**src/rtl/uart_pkg.sv**
```systemverilog
// Shared UART scheduler types: FSM state encoding, default byte width, safe clog2.
// No logic; no latency or backpressure of its own.
// Imported by the TX scheduler and the round-robin picker.
package uart_pkg;

  localparam int UART_DATA_W = 8;

  typedef enum logic [2:0] {
    IDLE,
    ISSUE,
    WAIT_BUSY,
    WAIT_DONE,
    GAP
  } sched_state_t;

  // Never returns 0, so a 1-entry or 1-value range still gets a 1-bit signal.
  function automatic int clog2_safe(input int n);
    return (n <= 2) ? 1 : $clog2(n);
  endfunction

endpackage

```
**src/rtl/uart_rr_pick.sv**
```systemverilog
// Round-robin picker: first valid requester at or after ptr, wrapping modulo NUM_REQ.
// Latency: purely combinational, zero cycles.
// Backpressure: none; caller decides whether the winner is accepted.
module uart_rr_pick
  import uart_pkg::*;
#(
  parameter int NUM_REQ = 4,
  localparam int IDX_W = clog2_safe(NUM_REQ)
) (
  input  logic [NUM_REQ-1:0] req_valid,
  input  logic [IDX_W-1:0]   ptr,
  output logic [IDX_W-1:0]   winner,
  output logic               any_valid
);

  logic [IDX_W-1:0] idx;

  // Scan from the farthest offset down so the nearest valid requester wins.
  always_comb begin
    winner    = '0;
    idx       = '0;
    any_valid = |req_valid;
    for (int k = NUM_REQ - 1; k >= 0; k--) begin
      idx = IDX_W'((int'(ptr) + k) % NUM_REQ);
      if (req_valid[idx]) winner = idx;
    end
  end

endmodule

```
**src/rtl/uart_tx_sched.sv**
```systemverilog
// Round-robin share of one UART TX engine among NUM_REQ requesters; UART_TX_BURST_EN adds req_last locking.
// Latency: byte accept to tx_start is 1 cycle; next accept earliest 3 + frame + GAP_CYCLES cycles later.
// Backpressure: req_ready only in IDLE, one requester at a time; engine busy holds the scheduler off.
module uart_tx_sched
  import uart_pkg::*;
#(
  parameter int NUM_REQ    = 4,
  parameter int DATA_W     = UART_DATA_W,
  parameter int GAP_CYCLES = 0,
  parameter int START_TMO  = 3,
  localparam int IDX_W = clog2_safe(NUM_REQ)
) (
  input  logic                      user_clock,
  input  logic                      rst,
  input  logic [NUM_REQ-1:0]        req_valid,
  input  logic [NUM_REQ*DATA_W-1:0] req_data,
`ifdef UART_TX_BURST_EN
  input  logic [NUM_REQ-1:0]        req_last,
`endif
  output logic [NUM_REQ-1:0]        req_ready,
  output logic                      tx_start,
  output logic [DATA_W-1:0]         tx_data,
  input  logic                      tx_busy,
  output logic [IDX_W-1:0]          grant_id,
  output logic                      active,
  output logic                      start_err
);

  localparam int TMO_W = clog2_safe(START_TMO + 1);
  localparam int GAP_W = clog2_safe(GAP_CYCLES + 1);
  localparam logic [TMO_W-1:0] TMO_LAST = TMO_W'(START_TMO - 1);
  localparam logic [GAP_W-1:0] GAP_LAST = GAP_W'(GAP_CYCLES - 1);
  localparam sched_state_t POST_FRAME = (GAP_CYCLES > 0) ? GAP : IDLE;

  sched_state_t     state, state_nxt;
  logic [IDX_W-1:0] ptr, winner_rr, pick, ptr_adv;
  logic             any_valid, pick_ok, xfer, tmo_hit, gap_done;
  logic [TMO_W-1:0] tmo_cnt;
  logic [GAP_W-1:0] gap_cnt;

  uart_rr_pick #(.NUM_REQ(NUM_REQ)) u_pick (
    .req_valid (req_valid),
    .ptr       (ptr),
    .winner    (winner_rr),
    .any_valid (any_valid)
  );

`ifdef UART_TX_BURST_EN
  logic locked;
  // While a burst is open only its owner may be served.
  assign pick    = locked ? grant_id : winner_rr;
  assign pick_ok = locked ? req_valid[grant_id] : any_valid;
`else
  assign pick    = winner_rr;
  assign pick_ok = any_valid;
`endif

  assign xfer     = (state == IDLE) && pick_ok && !rst;
  assign ptr_adv  = (pick == IDX_W'(NUM_REQ - 1)) ? '0 : pick + 1'b1;
  assign tmo_hit  = (tmo_cnt == TMO_LAST);
  assign gap_done = (gap_cnt == GAP_LAST);

  always_ff @(posedge user_clock) begin
    if (rst) state <= IDLE;
    else     state <= state_nxt;
  end

  always_comb begin
    state_nxt = state;
    case (state)
      IDLE:      if (xfer) state_nxt = ISSUE;
      ISSUE:     state_nxt = WAIT_BUSY;
      WAIT_BUSY: begin
        if (tx_busy)      state_nxt = WAIT_DONE;
        else if (tmo_hit) state_nxt = POST_FRAME;
      end
      WAIT_DONE: if (!tx_busy) state_nxt = POST_FRAME;
      GAP:       if (gap_done) state_nxt = IDLE;
      default:   state_nxt = IDLE;
    endcase
  end

  always_comb begin
    req_ready = '0;
    if (xfer) req_ready[pick] = 1'b1;
    tx_start = (state == ISSUE);
    active   = (state != IDLE);
  end

  always_ff @(posedge user_clock) begin
    if (rst) begin
      tx_data   <= '0;
      grant_id  <= '0;
      ptr       <= '0;
      tmo_cnt   <= '0;
      gap_cnt   <= '0;
      start_err <= 1'b0;
`ifdef UART_TX_BURST_EN
      locked    <= 1'b0;
`endif
    end else begin
      if (xfer) begin
        tx_data  <= req_data[int'(pick)*DATA_W +: DATA_W];
        grant_id <= pick;
`ifdef UART_TX_BURST_EN
        if (req_last[pick]) begin
          ptr    <= ptr_adv;
          locked <= 1'b0;
        end else begin
          locked <= 1'b1;
        end
`else
        ptr      <= ptr_adv;
`endif
      end
      if (state == WAIT_BUSY) tmo_cnt <= tmo_cnt + 1'b1;
      else                    tmo_cnt <= '0;
      if ((state == WAIT_BUSY) && !tx_busy && tmo_hit) start_err <= 1'b1;
      // Gap counter holds at its terminal value rather than wrapping.
      if (state == GAP) gap_cnt <= gap_done ? gap_cnt : gap_cnt + 1'b1;
      else              gap_cnt <= '0;
    end
  end

endmodule

```
**config.mk**
```make
export PLATFORM = sky130hd
export DESIGN_NAME = uart_tx_sched
export DESIGN_NICKNAME = d
export VERILOG_FILES = /design/src/rtl/uart_pkg.sv /design/src/rtl/uart_rr_pick.sv /design/src/rtl/uart_tx_sched.sv
export SDC_FILE = /design/constraint.sdc
export NUM_CORES = 1
export LEC_CHECK = 0
export BUFFER_PORTS_ARGS = -buffer_cell sky130_fd_sc_hd__buf_2
export CAP_MARGIN = 25
export CORE_UTILIZATION = 44
export CTS_CLUSTER_DIAMETER = 200
export DETAILED_ROUTE_END_ITERATION = 10
export MAX_ROUTING_LAYER = met4
export PLACE_DENSITY = 0.79
export SLEW_MARGIN = 20
export SYNTH_ARGS = -nofsm -noshare
export SYNTH_HDL_FRONTEND = slang
export SYNTH_HIERARCHICAL = 1
export SYNTH_SLANG_ARGS = --single-unit
```
**constraint.sdc**
```tcl
create_clock -name user_clock -period 2.1 [get_ports user_clock]
set_input_delay 0.315 -clock user_clock [delete_from_list [all_inputs] [get_ports user_clock]]
set_output_delay 0.315 -clock user_clock [all_outputs]
set_load 0.01 [all_outputs]
```
Word level (Yosys, flattened, before mapping)
Index checks and enable logic that the tools add are counted.
- register bits after elaboration: 19
- logic and storage cells: 68
- add/sub/neg operators: 6
- magnitude comparators: 6
- equality and inequality tests: 10
- shifts and indexed selects: 1
- muxes and demuxes: 23
- bitwise operators: 2
- reductions and logical operators: 13
- operator list (operator ; count):
    32-bit by 6-bit indexed part select with 8-bit output ; 1
    2-bit by 3-bit less-than comparator with 1-bit output, second input constant ; 5
    3-bit two-way mux ; 5
    3-bit case mux with 5 select lines ; 1
    2-bit two-way mux ; 5
    1-bit binary-select mux with 2-bit select ; 4
    2-bit by 1-bit adder with 2-bit output, second input constant ; 3
    3-bit by 2-bit equality test with 1-bit output, second input constant ; 2
    1-bit two-way mux ; 6
    2-bit inequality test, second input constant ; 3
    1-bit logical AND ; 5
    2-bit adder, second input constant ; 2
    2-bit equality test, second input constant ; 2
    4-bit two-way mux ; 1
    4-bit AND reduction ; 1
    2-bit OR reduction ; 2
    4-bit OR reduction ; 1
    3-bit by 1-bit equality test with 1-bit output, second input constant ; 1
    3-bit equality test, second input constant ; 1
    3-bit zero test ; 1
    3-bit inequality test, second input constant ; 1
    3-bit nonzero test ; 1
    1-bit demux with 2-bit select ; 1
    2-bit by 1-bit >= comparator with 1-bit output, second input constant ; 1
    other kinds (3) ; 5

Longest topological paths before layout
Gate-level depths: netlist (run 1).
- depth after elaboration: 12
- gate-level depth with buffers: 8

By module
Netlist (run 1), hierarchy kept.
- modules (own cells, without submodules) (module ; times used ; cells an instance ; area each (um^2) ; sequential area each (um^2)):
    uart_tx_sched ; 1 ; 94 ; 950.9 ; 340.3
    uart_rr_pick ; 1 ; 13 ; 77.6 ; 0.0

Worst setup path before layout (run 1)
OpenSTA, ideal clock, no wires.
- path type: flip-flop to output port
- start: register ptr[1]
- end: output port req_ready[0]
- arrival: 1.600 ns
- slack: 0.185 ns
- stages on the path, launching flop included: 8
- cells stage by stage: dfxtp_1 > nand2b_1 > a21oi_1 > a211oi_2 > buf_2 > inv_1 > ha_1 > and2_2
- word-level cells in the longest chain between the ends: 12
- elaborated cells between the ends (all ways): 21
- classes of those cells: add/sub: 3; order compare: 2; mux: 15; reduce/logical: 1
- ends and longest elaborated chain (what ; RTL line ; text):
    start, declared ; uart_tx_sched.sv:36 ; logic [IDX_W-1:0] ptr, winner_rr, pick, ptr_adv;
    start signal, assigned ; uart_tx_sched.sv:113 ; ptr <= ptr_adv;
    2-bit adder ; uart_rr_pick.sv:24 ; idx = IDX_W'((int'(ptr) + k) % NUM_REQ);
    1-bit binary-select mux with 2-bit select ; uart_rr_pick.sv:25 ; if (req_valid[idx]) winner = idx;
    1-bit two-way mux (not written as such) ; uart_rr_pick.sv:25 ;
    2-bit two-way mux (3 in a row) ; uart_rr_pick.sv:25 ;
    2-bit two-way mux (*) ; uart_rr_pick.sv:25 ;
    named net pick[0] ; uart_tx_sched.sv:36 ;
    2-bit by 3-bit less-than comparator with 1-bit output (not written as such) / 2-bit by 1-bit >= comparator with 1-bit output (equally long branches) ; uart_tx_sched.sv:85 ; if (xfer) req_ready[pick] = 1'b1;
    1-bit logical AND (not written as such) ; uart_tx_sched.sv:85 ;
    1-bit two-way mux (not written as such) ; uart_tx_sched.sv:85 ;
    1-bit demux with 2-bit select (*) ; uart_tx_sched.sv:85 ;
    4-bit two-way mux (*) ; uart_tx_sched.sv:85 ;
    end, declared ; uart_tx_sched.sv:20 ; output logic [NUM_REQ-1:0] req_ready,
The timed path passes the listed nets; every way through them passes the cells marked *. The select of a mux whose other input is x is not followed.

Worst setup path after layout (run 1)
- start: register ptr[1]
- end: output port req_ready[1]
The elaborated chain is that of the path after synthesis.

==> impl_metrics.env, run 1 <==
export IMPL_cp_class="flip-flop to primary output"
export IMPL_wl_um=2530
export IMPL_grt_pass1_vias=881
export IMPL_core_rowCount=17
export IMPL_boundaryPins=56
export IMPL_timing_fmax_mhz=486
export IMPL_timing_worst_slew_pin_value_ns=0.405
export IMPL_synth_area_sq_um=1030
export IMPL_dp_final_hpwl_um=1760
export IMPL_final_setup_skew_ns=0.00899
export IMPL_max_slew_margin_rel_pct=72.9
export IMPL_clock_tree_htree_level_count=1
export IMPL_worstSetupEndpointType="primary output"
export IMPL_netlist_instances=107
export IMPL_clock_sinks=17
export IMPL_post_route_worst_setup_slack_ns=0.0438
export IMPL_period_minus_slack_ns=2.06
export IMPL_internal_power_uw=723
export IMPL_route_detailed_vias_per_inst=5.01
export IMPL_coreArea_sq_um=2210
export IMPL_grt_max_degree=22
export IMPL_drt_first_iter_violations=14
export IMPL_nets_in_the_synthesized_netlist=151
export IMPL_die_height_um=50.3
export IMPL_cts_inserted_buffers=3
export IMPL_ctsRootBufferMaster="clkbuf_4"
export IMPL_drc=0
export IMPL_numPortBuffers=55
export IMPL_n_antenna_cell=0
export IMPL_clock_tree_from_tritoncts="yes"
export IMPL_cts_hold_fix_buffers=0
export IMPL_final_cycle_share_pct=97.9
export IMPL_synthToLayoutAreaGrowth_pct=43.6
export IMPL_ys_seq_area_share_pct=33.1
export IMPL_die_width_um=50.3
export IMPL_worst_ep_arrival_time_ns=1.74
export IMPL_design_final_nets=217
export IMPL_clk_latency_ns=0.28
export IMPL_post_route_cells_drive_above_1_share_pct=55.8
export IMPL_final_hold_viol_count=0
export IMPL_antenna_violations_before_repair=0
export IMPL_cp_start_kind="flip-flop"
export IMPL_vias=1001
export IMPL_detail_route_antenna_nets=0
export IMPL_hold_path_class="primary input to flip-flop"
export IMPL_pwr_density_cell_nw_per_um2=730
export IMPL_timing_final_setup_violations=0
export IMPL_critical_path_peak_fanout=6
export IMPL_worst_endpoint_required_ns=1.78
export IMPL_totalNegativeSetupSlack_ns=0
export IMPL_die_area_sq_um=2530
export IMPL_pwr_share_seq_pct=39.7
export IMPL_synthDistinctLibCells=23
export IMPL_maxCapViolations=0
export IMPL_place_detailed_instances=190
export IMPL_total_leakage_power_uw=0.000692
export IMPL_drt_first_pass_iters=4
export IMPL_timing_max_transition_violations_final=0
export IMPL_routabilityCongestion=0.716
export IMPL_initial_utilization_pct=46.5
export IMPL_status="complete, no violations"
export IMPL_cts_reportedPaths_clkPinSlew_ns=0.09
export IMPL_global_route_wire_length_before_repair_um=3710
export IMPL_stdcell_count=200
export IMPL_clock_path_buffers=2
export IMPL_grt_use_total_pct=19.4
export IMPL_power_ir_vdd_worst_mv=0.437
export IMPL_routed_wire_length_per_instance_um=12.6
export IMPL_gr_total_overflow=0
export IMPL_ys_seq_elements=17
export IMPL_swShare_pct=32.9
export IMPL_switchingPower_uw=355
export IMPL_dp_slack_ns=0.156
export IMPL_clkPwrFrac_pct=15.6
export IMPL_yosysWarningCount=6
export IMPL_p_comb_share_pct=44.7
export IMPL_synth_avg_cell_area_sq_um=9.61
-- per-layer routing --
layer	vias to the layer above	wire length [um]	track usage, %
li1	499	-	-
met1	458	1040	23.8
met2	40	1310	32.7
met3	4	137	3.33
met4	0	36	5.56
met5	-	0	-
-- cells by family after synthesis --
family	after synthesis	synth area share, %
compound gates	17	9.24
flops	17	33.1
buf+inv	9	4.99
mux	10	19.5
simple gates	49	27.1
fa+ha+maj	5	6.08
-- sequential cells by signal, summed over array words and instances (netlist names) --
| signal | count |
|---|---|
| grant_id | 2 |
| tx_data | 8 |
| start_err | 1 |
| ptr | 2 |
| tmo_cnt | 2 |
| state | 2 |
-- power by group through the flow --
stage / Combinational (uW) / Clock (uW) / Sequential [uW]
2_1_floorplan: 251 / 0 / 441
6_report: 482 / 168 / 428
4_1_cts: 413 / 173 / 422
3_5_place_dp: 406 / 0 / 428
3_3_place_gp: 395 / 0 / 424
5_1_grt: 534 / 182 / 436
-- metrics by stage --
step	cell area [sq um]	hold WS (ns)	total power (uW)	utilization, %
2_1_floorplan	1030	0.390	692	-
3_3_place_gp	1340	0.396	818	60.6
3_5_place_dp	1340	0.406	833	60.6
4_1_cts	1370	0.304	1010	62.1
5_1_grt	1480	0.344	1150	66.7
6_report	1480	0.314	1080	66.7
-- worst max-delay path, cell delays in order, from the launching register on --
cell,delay [ns]
dfxtp_4,0.39
nand2b_4,0.13
a21oi_2,0.05
a211oi_2,0.31
buf_6,0.17
ha_1,0.15
and2_2,0.14
buf_2,0.12
-- worst paths after layout --
check | slack [ns] | end | from | cells past startpoint
worst min register to register | 0.42 | tmo_cnt[0] | tmo_cnt[0] | 1
worst max register to register | 0.17 | tx_data[3] | ptr[1] | 8
worst min-delay path | 0.31 | state[0] | tx_busy | 3
worst max-delay path | 0.04 | req_ready[1] | ptr[1] | 7
-- cell type report --
class / count / area [sq um]
fill: 186 / 736
multi-input combinational: 81 / 681
timing repair buffer: 66 / 374
sequential: 17 / 345
tap: 28 / 35.0
clock buffer: 4 / 26.3
inverter: 4 / 15.0
-- placed cells by master, fill, tap and decap left out, types with 2 or more instances in the layout --
master,count
buf_2,53
dfxtp_1,15
nand2_1,13
nand2b_1,12
nor2_1,11
buf_4,10
mux4_2,8
o21ai_1,7
o21ai_0,5
inv_1,4
clkbuf_4,3
buf_6,3
and2_4,2
and2_2,2
a21oi_1,2
mux2i_1,2
ha_1,2
ha_2,2
a211oi_2,2
-- repair_timing --
item                                    4_1_cts  5_1_grt
endpoints found under the setup margin        2        4
resized for setup                             3       14
pin swaps                                     0        3
buffers inserted                              0        6
-- synth_stat cells (all sizes together) --
cell | n | share of area, %
a211oi | 2 | 1.9
a21oi | 3 | 1.5
and2 | 4 | 2.9
and4bb | 1 | 1.2
buf | 4 | 3.2
clkbuf | 1 | 0.36
dfxtp | 17 | 33
ha | 5 | 6.1
inv | 4 | 1.5
mux2i | 2 | 1.9
mux4 | 8 | 18
nand2 | 13 | 4.7
nand2b | 13 | 7.9
nor2 | 12 | 4.4
nor3b | 2 | 1.5
nor4b | 1 | 2.3
o21ai | 12 | 5.8
or2 | 1 | 0.61
or2b | 1 | 0.73
or3b | 1 | 0.85
Power figures use the tool's default switching activity.
==> inputs of run 2 (changes only) <==
--- a/config.mk
+++ b/config.mk
@@ -6,7 +6,6 @@
 export NUM_CORES = 1
 export LEC_CHECK = 0
 export BUFFER_PORTS_ARGS = -buffer_cell sky130_fd_sc_hd__buf_2
-export CAP_MARGIN = 25
 export CORE_UTILIZATION = 44
 export CTS_CLUSTER_DIAMETER = 200
 export DETAILED_ROUTE_END_ITERATION = 10
==> constraint.sdc (replaced) <==
create_clock -name user_clock -period 2.3 [get_ports user_clock]
set_input_delay 0.345 -clock user_clock [delete_from_list [all_inputs] [get_ports user_clock]]
set_output_delay 0.345 -clock user_clock [all_outputs]
set_load 0.01 [all_outputs]
==> run 2 against run 1 <==
Compared with the run above: sequential power shrank 9.3%; utilization shrank 4.8 points; sequential share of layout area up 1.5 points; design area is 7.1% lower; critical path depth did not move; non-clock buffer count decreased by 6; count of clock-buffer cells in the layout down 1; worst hold slack gained 0.012 ns; critical path type unchanged.
==> impl_metrics.env, run 2 (synthesized netlist as in run 1, its figures left out) <==
export IMPL_max_slew_margin_rel_pct=79.8
export IMPL_cts_hold_fix_buffers=0
export IMPL_cp_start_kind="flip-flop"
export IMPL_dp_final_hpwl_um=1880
export IMPL_totalNegativeSetupSlack_ns=0
export IMPL_numPortBuffers=55
export IMPL_core_rowCount=17
export IMPL_status="complete, no violations"
export IMPL_boundaryPins=56
export IMPL_met2_use_gr_pct=35.6
export IMPL_cts_inserted_buffers=3
export IMPL_coreArea_sq_um=2210
export IMPL_gr_usage_met1_pct=22.1
export IMPL_holdWs_ns=0.326
export IMPL_grt_pass1_vias=931
export IMPL_gr_total_overflow=0
export IMPL_drt_first_pass_iters=4
export IMPL_cp_class="flip-flop to primary output"
export IMPL_unrepaired_setup_endpoints_after_global_routing="false"
export IMPL_pwr_density_cell_nw_per_um2=667
export IMPL_synthToLayoutAreaGrowth_pct=33.3
export IMPL_power_ir_vdd_worst_mv=0.384
export IMPL_grt_use_total_pct=20.6
export IMPL_vias=962
export IMPL_routed_wire_length_per_instance_um=11.9
export IMPL_drt_first_iter_violations=9
export IMPL_routabilityCongestion=0.699
export IMPL_final_setup_skew_ns=0.00172
export IMPL_clock_tree_from_tritoncts="yes"
export IMPL_timing_worst_slew_pin_value_ns=0.302
export IMPL_maxCapViolations=0
export IMPL_period_minus_slack_ns=2.12
export IMPL_mostFrequentLayoutCell="buf_2"
export IMPL_n_antenna_cell=0
export IMPL_global_route_peak_usage_layer="met2"
export IMPL_antenna_violations_before_repair=0
export IMPL_worstSetupEndpointType="primary output"
export IMPL_post_cts_setup_buffer_count=0
export IMPL_grt_max_degree=24
export IMPL_cts_reportedPaths_clkPinSlew_ns=0.09
export IMPL_worst_ep_arrival_time_ns=1.78
export IMPL_initial_utilization_pct=46.5
export IMPL_top_register="tx_data"
export IMPL_clock_sinks=17
export IMPL_design_final_nets=211
export IMPL_global_route_wire_length_before_repair_um=3850
export IMPL_timing_final_setup_violations=0
export IMPL_timing_max_transition_violations_final=0
export IMPL_clk_latency_ns=0.28
export IMPL_timing_fmax_mhz=471
export IMPL_total_leakage_power_uw=0.000658
export IMPL_hold_path_class="primary input to flip-flop"
export IMPL_largest_reg_flops=8
export IMPL_final_hold_viol_count=0
export IMPL_post_cts_resize_count=0
export IMPL_layout_common_cells="55 x buf_2, 16 x dfxtp_1, 13 x nand2b_1, 13 x nand2_1, 11 x nor2_1"
export IMPL_final_cycle_share_pct=92.3
export IMPL_detail_route_antenna_nets=0
export IMPL_ctsRootBufferMaster="clkbuf_4"
export IMPL_met3_usage_pct=4.85
export IMPL_post_route_cells_drive_above_1_share_pct=50.0
export IMPL_wl_um=2320
export IMPL_route_detailed_vias_per_inst=4.96
export IMPL_drc=0
export IMPL_die_height_um=50.3
export IMPL_die_width_um=50.3
export IMPL_critical_path_peak_fanout=7
export IMPL_worst_endpoint_required_ns=1.96
export IMPL_clock_path_buffers=2
export IMPL_die_area_sq_um=2530
export IMPL_clock_tree_htree_level_count=1
[run 2: cell count changes in the layout (fill, tap and decap cells not counted), moves of 2 or more]
cell,delta
buf_6,-3
ha_1,+3
ha_2,-2
and2_4,-2
buf_2,+2
buf_4,-5
and2_2,+2
[run 2: power by group]
group          switching [uW]  internal (uW)  total (uW)  leakage [uW]
sequential               41.8            346         388      0.000140
combinational             172            198         371      0.000499
clock                    91.1           64.6         156     0.0000177
total                     305            609         914      0.000658
[run 2: area by class of cell]
cell class	count	area, sq um
well taps	28	35.0
fillers	205	841
clock inverters	1	5.00
inverters	4	15.0
clock buffers	3	22.5
multi-input cells	81	639
flip-flops and latches	17	342
repair buffers	60	313
[run 2: worst max-delay path, cell delays in order, from the launching register on]
cell	delay [ns]
dfxtp_2	0.40
nand2b_1	0.12
a21oi_1	0.07
a211oi_2	0.25
buf_4	0.24
ha_1	0.17
and2_2	0.14
buf_2	0.12
[run 2: layer usage]
layer | up-vias | wire, um
met5 | - | 0
met4 | 0 | 31
met3 | 4 | 162
met2 | 36 | 1190
met1 | 438 | 935
li1 | 484 | -
[run 2: final timing paths]
| check | start | endpoint | slack, ns | cells after the start |
|---|---|---|---|---|
| worst max-delay path | ptr[1] | req_ready[3] | 0.18 | 7 |
| worst min-delay path | tx_busy | state[0] | 0.33 | 3 |
| worst max register to register | ptr[1] | tx_data[2] | 0.48 | 7 |
| worst min register to register | tmo_cnt[0] | tmo_cnt[0] | 0.43 | 1 |
[run 2: metrics by stage]
step           cells  utilization, %  power [uW]  cell area [sq um]  setup slack [ns]
2_1_floorplan    107               -         632               1030             0.355
3_3_place_gp     190            60.6         748               1340             0.445
3_5_place_dp     190            60.6         764               1340             0.335
4_1_cts          194            61.8         920               1370            0.0825
5_1_grt          194            62.0         982               1370            0.0562
6_report         194            62.0         914               1370             0.177
==> inputs of run 3 (changes only) <==
--- a/config.mk
+++ b/config.mk
@@ -9,10 +9,10 @@
 export CORE_UTILIZATION = 44
 export CTS_CLUSTER_DIAMETER = 200
 export DETAILED_ROUTE_END_ITERATION = 10
+export HOLD_SLACK_MARGIN = 0.03
 export MAX_ROUTING_LAYER = met4
-export PLACE_DENSITY = 0.79
+export PLACE_DENSITY = 0.78
 export SLEW_MARGIN = 20
 export SYNTH_ARGS = -nofsm -noshare
 export SYNTH_HDL_FRONTEND = slang
-export SYNTH_HIERARCHICAL = 1
 export SYNTH_SLANG_ARGS = --single-unit
==> run 3 against run 2 <==
Compared with the run above: sequential share of layout area fell by 0.98 points; die area grew 5.5%; worst hold slack got worse by 0.0072 ns; fmax decreased by 3.9%; critical path depth decreased by 1; design area increased by 4.5%; register-to-register slack got worse by 0.16 ns; largest cell class unchanged; utilization rose by 0.96 points; global-route usage increased by 1.2 points.
==> impl_metrics.env, run 3 <==
export IMPL_pwr_density_cell_nw_per_um2=702
export IMPL_worstSetupEndpointType="primary output"
export IMPL_synth_top_cells_by_count="19 x nor2_1, 17 x dfxtp_1, 15 x nor3b_1"
export IMPL_synth_area_sq_um=1090
export IMPL_gr_total_overflow=0
export IMPL_clkPwrFrac_pct=17.3
export IMPL_status="complete, no violations"
export IMPL_timing_max_transition_violations_final=0
export IMPL_numPortBuffers=55
export IMPL_internal_power_uw=632
export IMPL_drt_first_iter_violations=14
export IMPL_mostFrequentLayoutCell="buf_2"
export IMPL_p_comb_share_pct=45.4
export IMPL_boundaryPins=56
export IMPL_synth_simple_gate_area_share_pct=35.0
export IMPL_holdWs_ns=0.319
export IMPL_synth_mux_area_fraction_pct=8.29
export IMPL_clock_tree_from_tritoncts="yes"
export IMPL_antenna_violations_before_repair=0
export IMPL_clock_tree_htree_level_count=1
export IMPL_ys_seq_area_share_pct=31.3
export IMPL_die_width_um=51.7
export IMPL_timing_worst_slew_pin_value_ns=0.883
export IMPL_yosysWarningCount=0
export IMPL_reg2reg_depth=6
export IMPL_stdcell_count=208
export IMPL_max_slew_margin_rel_pct=40.9
export IMPL_crit_chain="nand2_1 -> a211oi_4 -> nor2_4 -> or3_4 -> nor2_1 -> buf_2"
export IMPL_xor_xnor_portion_of_the_synthesized_cell_area_pct=0
export IMPL_post_route_cells_drive_above_1_share_pct=45.0
export IMPL_grt_use_total_pct=21.9
export IMPL_area_sequential_sq_um=343
export IMPL_die_area_sq_um=2670
export IMPL_cpPeakStageDelay_ns=0.41
export IMPL_period_minus_slack_ns=2.21
export IMPL_synth_largest_area_cell="dfxtp_1"
export IMPL_routabilityCongestion=0.726
export IMPL_reg2reg_from="state[1]"
export IMPL_timing_final_setup_violations=0
export IMPL_layout_filler_cells=199
export IMPL_timing_fmax_mhz=453
export IMPL_design_final_nets=222
export IMPL_crit_reg2reg_capture="tx_data[4]"
export IMPL_final_cell_area_sq_um=1430
export IMPL_switchingPower_uw=374
export IMPL_cp_class="flip-flop to primary output"
export IMPL_final_cycle_share_pct=96.0
export IMPL_final_setup_skew_ns=0.00268
export IMPL_clock_path_buffers=2
export IMPL_ctsRootBufferMaster="clkbuf_4"
export IMPL_worst_endpoint_required_ns=1.96
export IMPL_routed_wire_length_per_instance_um=13.2
export IMPL_min_from="req_data[25]"
export IMPL_swShare_pct=37.2
export IMPL_post_synth_main_area_contributors="dfxtp_1 31%, nor3b_1 10%, mux2i_1 8.3%"
export IMPL_worst_ep_arrival_time_ns=1.86
export IMPL_detail_route_antenna_nets=0
export IMPL_nets_in_the_synthesized_netlist=164
export IMPL_synth_compound_area_share_pct=15.8
export IMPL_clk_latency_ns=0.30
export IMPL_pwr_share_seq_pct=37.4
export IMPL_cts_inserted_buffers=3
export IMPL_power_ir_vdd_worst_mv=0.479
export IMPL_layout_common_cells="55 x buf_2, 18 x nor2_1, 15 x nor3b_1, 15 x dfxtp_1"
export IMPL_largest_reg_flops=8
export IMPL_vias=1106
export IMPL_grt_max_degree=21
export IMPL_yosysTopAreaCellShare_pct=31.3
export IMPL_dp_final_hpwl_um=2110
export IMPL_cts_reportedPaths_clkPinSlew_ns=0.11
export IMPL_grt_pass1_vias=1041
export IMPL_sink_of_the_worst_hold_path="tx_data[1]"
export IMPL_top_register="tx_data"
export IMPL_place_detailed_instances=204
export IMPL_core_rowCount=17
export IMPL_maxCapViolations=0
export IMPL_n_antenna_cell=0
export IMPL_total_leakage_power_uw=0.000635
export IMPL_hold_path_class="primary input to flip-flop"
export IMPL_multi_input_gate_area_in_the_final_layout_sq_um=689
export IMPL_min_path_cells=3
export IMPL_critical_path_peak_fanout=5
export IMPL_post_synth_top_count_cell="nor2_1"
export IMPL_ys_seq_elements=17
export IMPL_route_detailed_vias_per_inst=5.32
export IMPL_asyncSetResetFlopFracSynth_pct=0
export IMPL_global_route_wire_length_before_repair_um=4260
export IMPL_initial_utilization_pct=47.8
export IMPL_cts_hold_fix_buffers=0
export IMPL_drc=0
export IMPL_synth_area_in_adders_pct=2.30
export IMPL_coreArea_sq_um=2280
export IMPL_worst_r2r_setup_slack_ns=0.32
export IMPL_final_hold_viol_count=0
export IMPL_cp_start_kind="flip-flop"
export IMPL_synth_avg_cell_area_sq_um=8.84
export IMPL_wl_um=2750
export IMPL_drt_first_pass_iters=4
export IMPL_synthDistinctLibCells=34
export IMPL_die_height_um=51.7
export IMPL_netlist_instances=123
export IMPL_post_dp_cell_area_sq_um=1370
export IMPL_critPathSlowestCell="dfxtp_2"
export IMPL_clock_sinks=17
export IMPL_synthToLayoutAreaGrowth_pct=31.8
export IMPL_largest_family_of_logic_cells_by_synthesized_area="simple AND/OR/NAND/NOR gates"
export IMPL_ys_dominant_reg_cell="dfxtp_1"
export IMPL_synth_enable_flop_cells=0
[run 3: cell types whose count changed in the layout (fill, tap and decap cells not counted), moves of 7 or more]
cell,change
nor2_1,+7
o21ai_1,-7
mux4_2,-8
o22ai_1,+7
nand2b_1,-12
a211oi_1,+7
nor3b_1,+13
mux2i_1,+7
[run 3: metal layers]
metal	global-route usage (%)	part of all wire (%)
met5	-	0
met2	37.4	53
met4	8.56	0.69
met1	24.1	42
met3	5.85	4.7
[run 3: metrics by stage]
| step | util, % | setup WS [ns] | total power [uW] | setup TNS, ns |
|---|---|---|---|---|
| 2_1_floorplan | - | 0.196 | 699 | 0 |
| 3_3_place_gp | 60.4 | 0.328 | 798 | 0 |
| 3_5_place_dp | 60.4 | 0.289 | 812 | 0 |
| 4_1_cts | 61.7 | 0.0170 | 985 | 0 |
| 5_1_grt | 62.9 | -0.0300 | 1080 | -0.0462 |
| 6_report | 62.9 | 0.0915 | 1010 | 0 |
[run 3: logic make-up (layout without fill, tap and decap cells)]
family / after synthesis / in the layout
fa+ha+maj: 2 / 2
simple gates: 60 / 60
buf+inv: 11 / 68
mux: 9 / 9
flops: 17 / 17
compound gates: 24 / 24
[run 3: repair_timing]
action	4_1_cts	5_1_grt
hold endpoints to repair	0	0
buffers inserted	0	0
gates resized for setup	0	8
setup endpoints to repair	0	3
[run 3: power by group through the flow]
stage | combinational, uW | sequential (uW) | clock (uW)
5_1_grt | 503 | 380 | 192
4_1_cts | 434 | 373 | 177
2_1_floorplan | 308 | 391 | 0
6_report | 456 | 376 | 174
3_5_place_dp | 433 | 379 | 0
3_3_place_gp | 421 | 377 | 0
[run 3: worst max-delay path by stage]
| stage | startpoint | to | slack [ns] | cells past startpoint |
|---|---|---|---|---|
| floorplan | ptr[0] | req_ready[3] | 0.20 | 7 |
| detailed placement | req_valid[2] | req_ready[1] | 0.29 | 7 |
| global route | ptr[1] | req_ready[1] | -0.03 | 6 |
| global placement | req_valid[2] | req_ready[1] | 0.33 | 7 |
| CTS | ptr[1] | req_ready[0] | 0.02 | 6 |
| finish | ptr[1] | req_ready[0] | 0.09 | 6 |
[run 3: area by class of cell]
| class | count | share of cell area (%) |
|---|---|---|
| Clock inverter | 1 | 0.524 |
| Timing Repair Buffer | 61 | 22.6 |
| Clock buffer | 3 | 1.57 |
| Sequential cell | 17 | 23.9 |
| Multi-Input combinational cell | 95 | 48.1 |
| Tap cell | 28 | 2.45 |
| Inverter | 3 | 0.786 |
[run 3: critical path: cells and delay by family, from the launching register on]
| family | cells | cell delay [ns] |
|---|---|---|
| flip-flops | 1 | 0.41 |
| buffers and inverters | 1 | 0.14 |
| AO/OA/AOI/OAI | 1 | 0.34 |
| AND/OR/NAND/NOR | 4 | 0.67 |
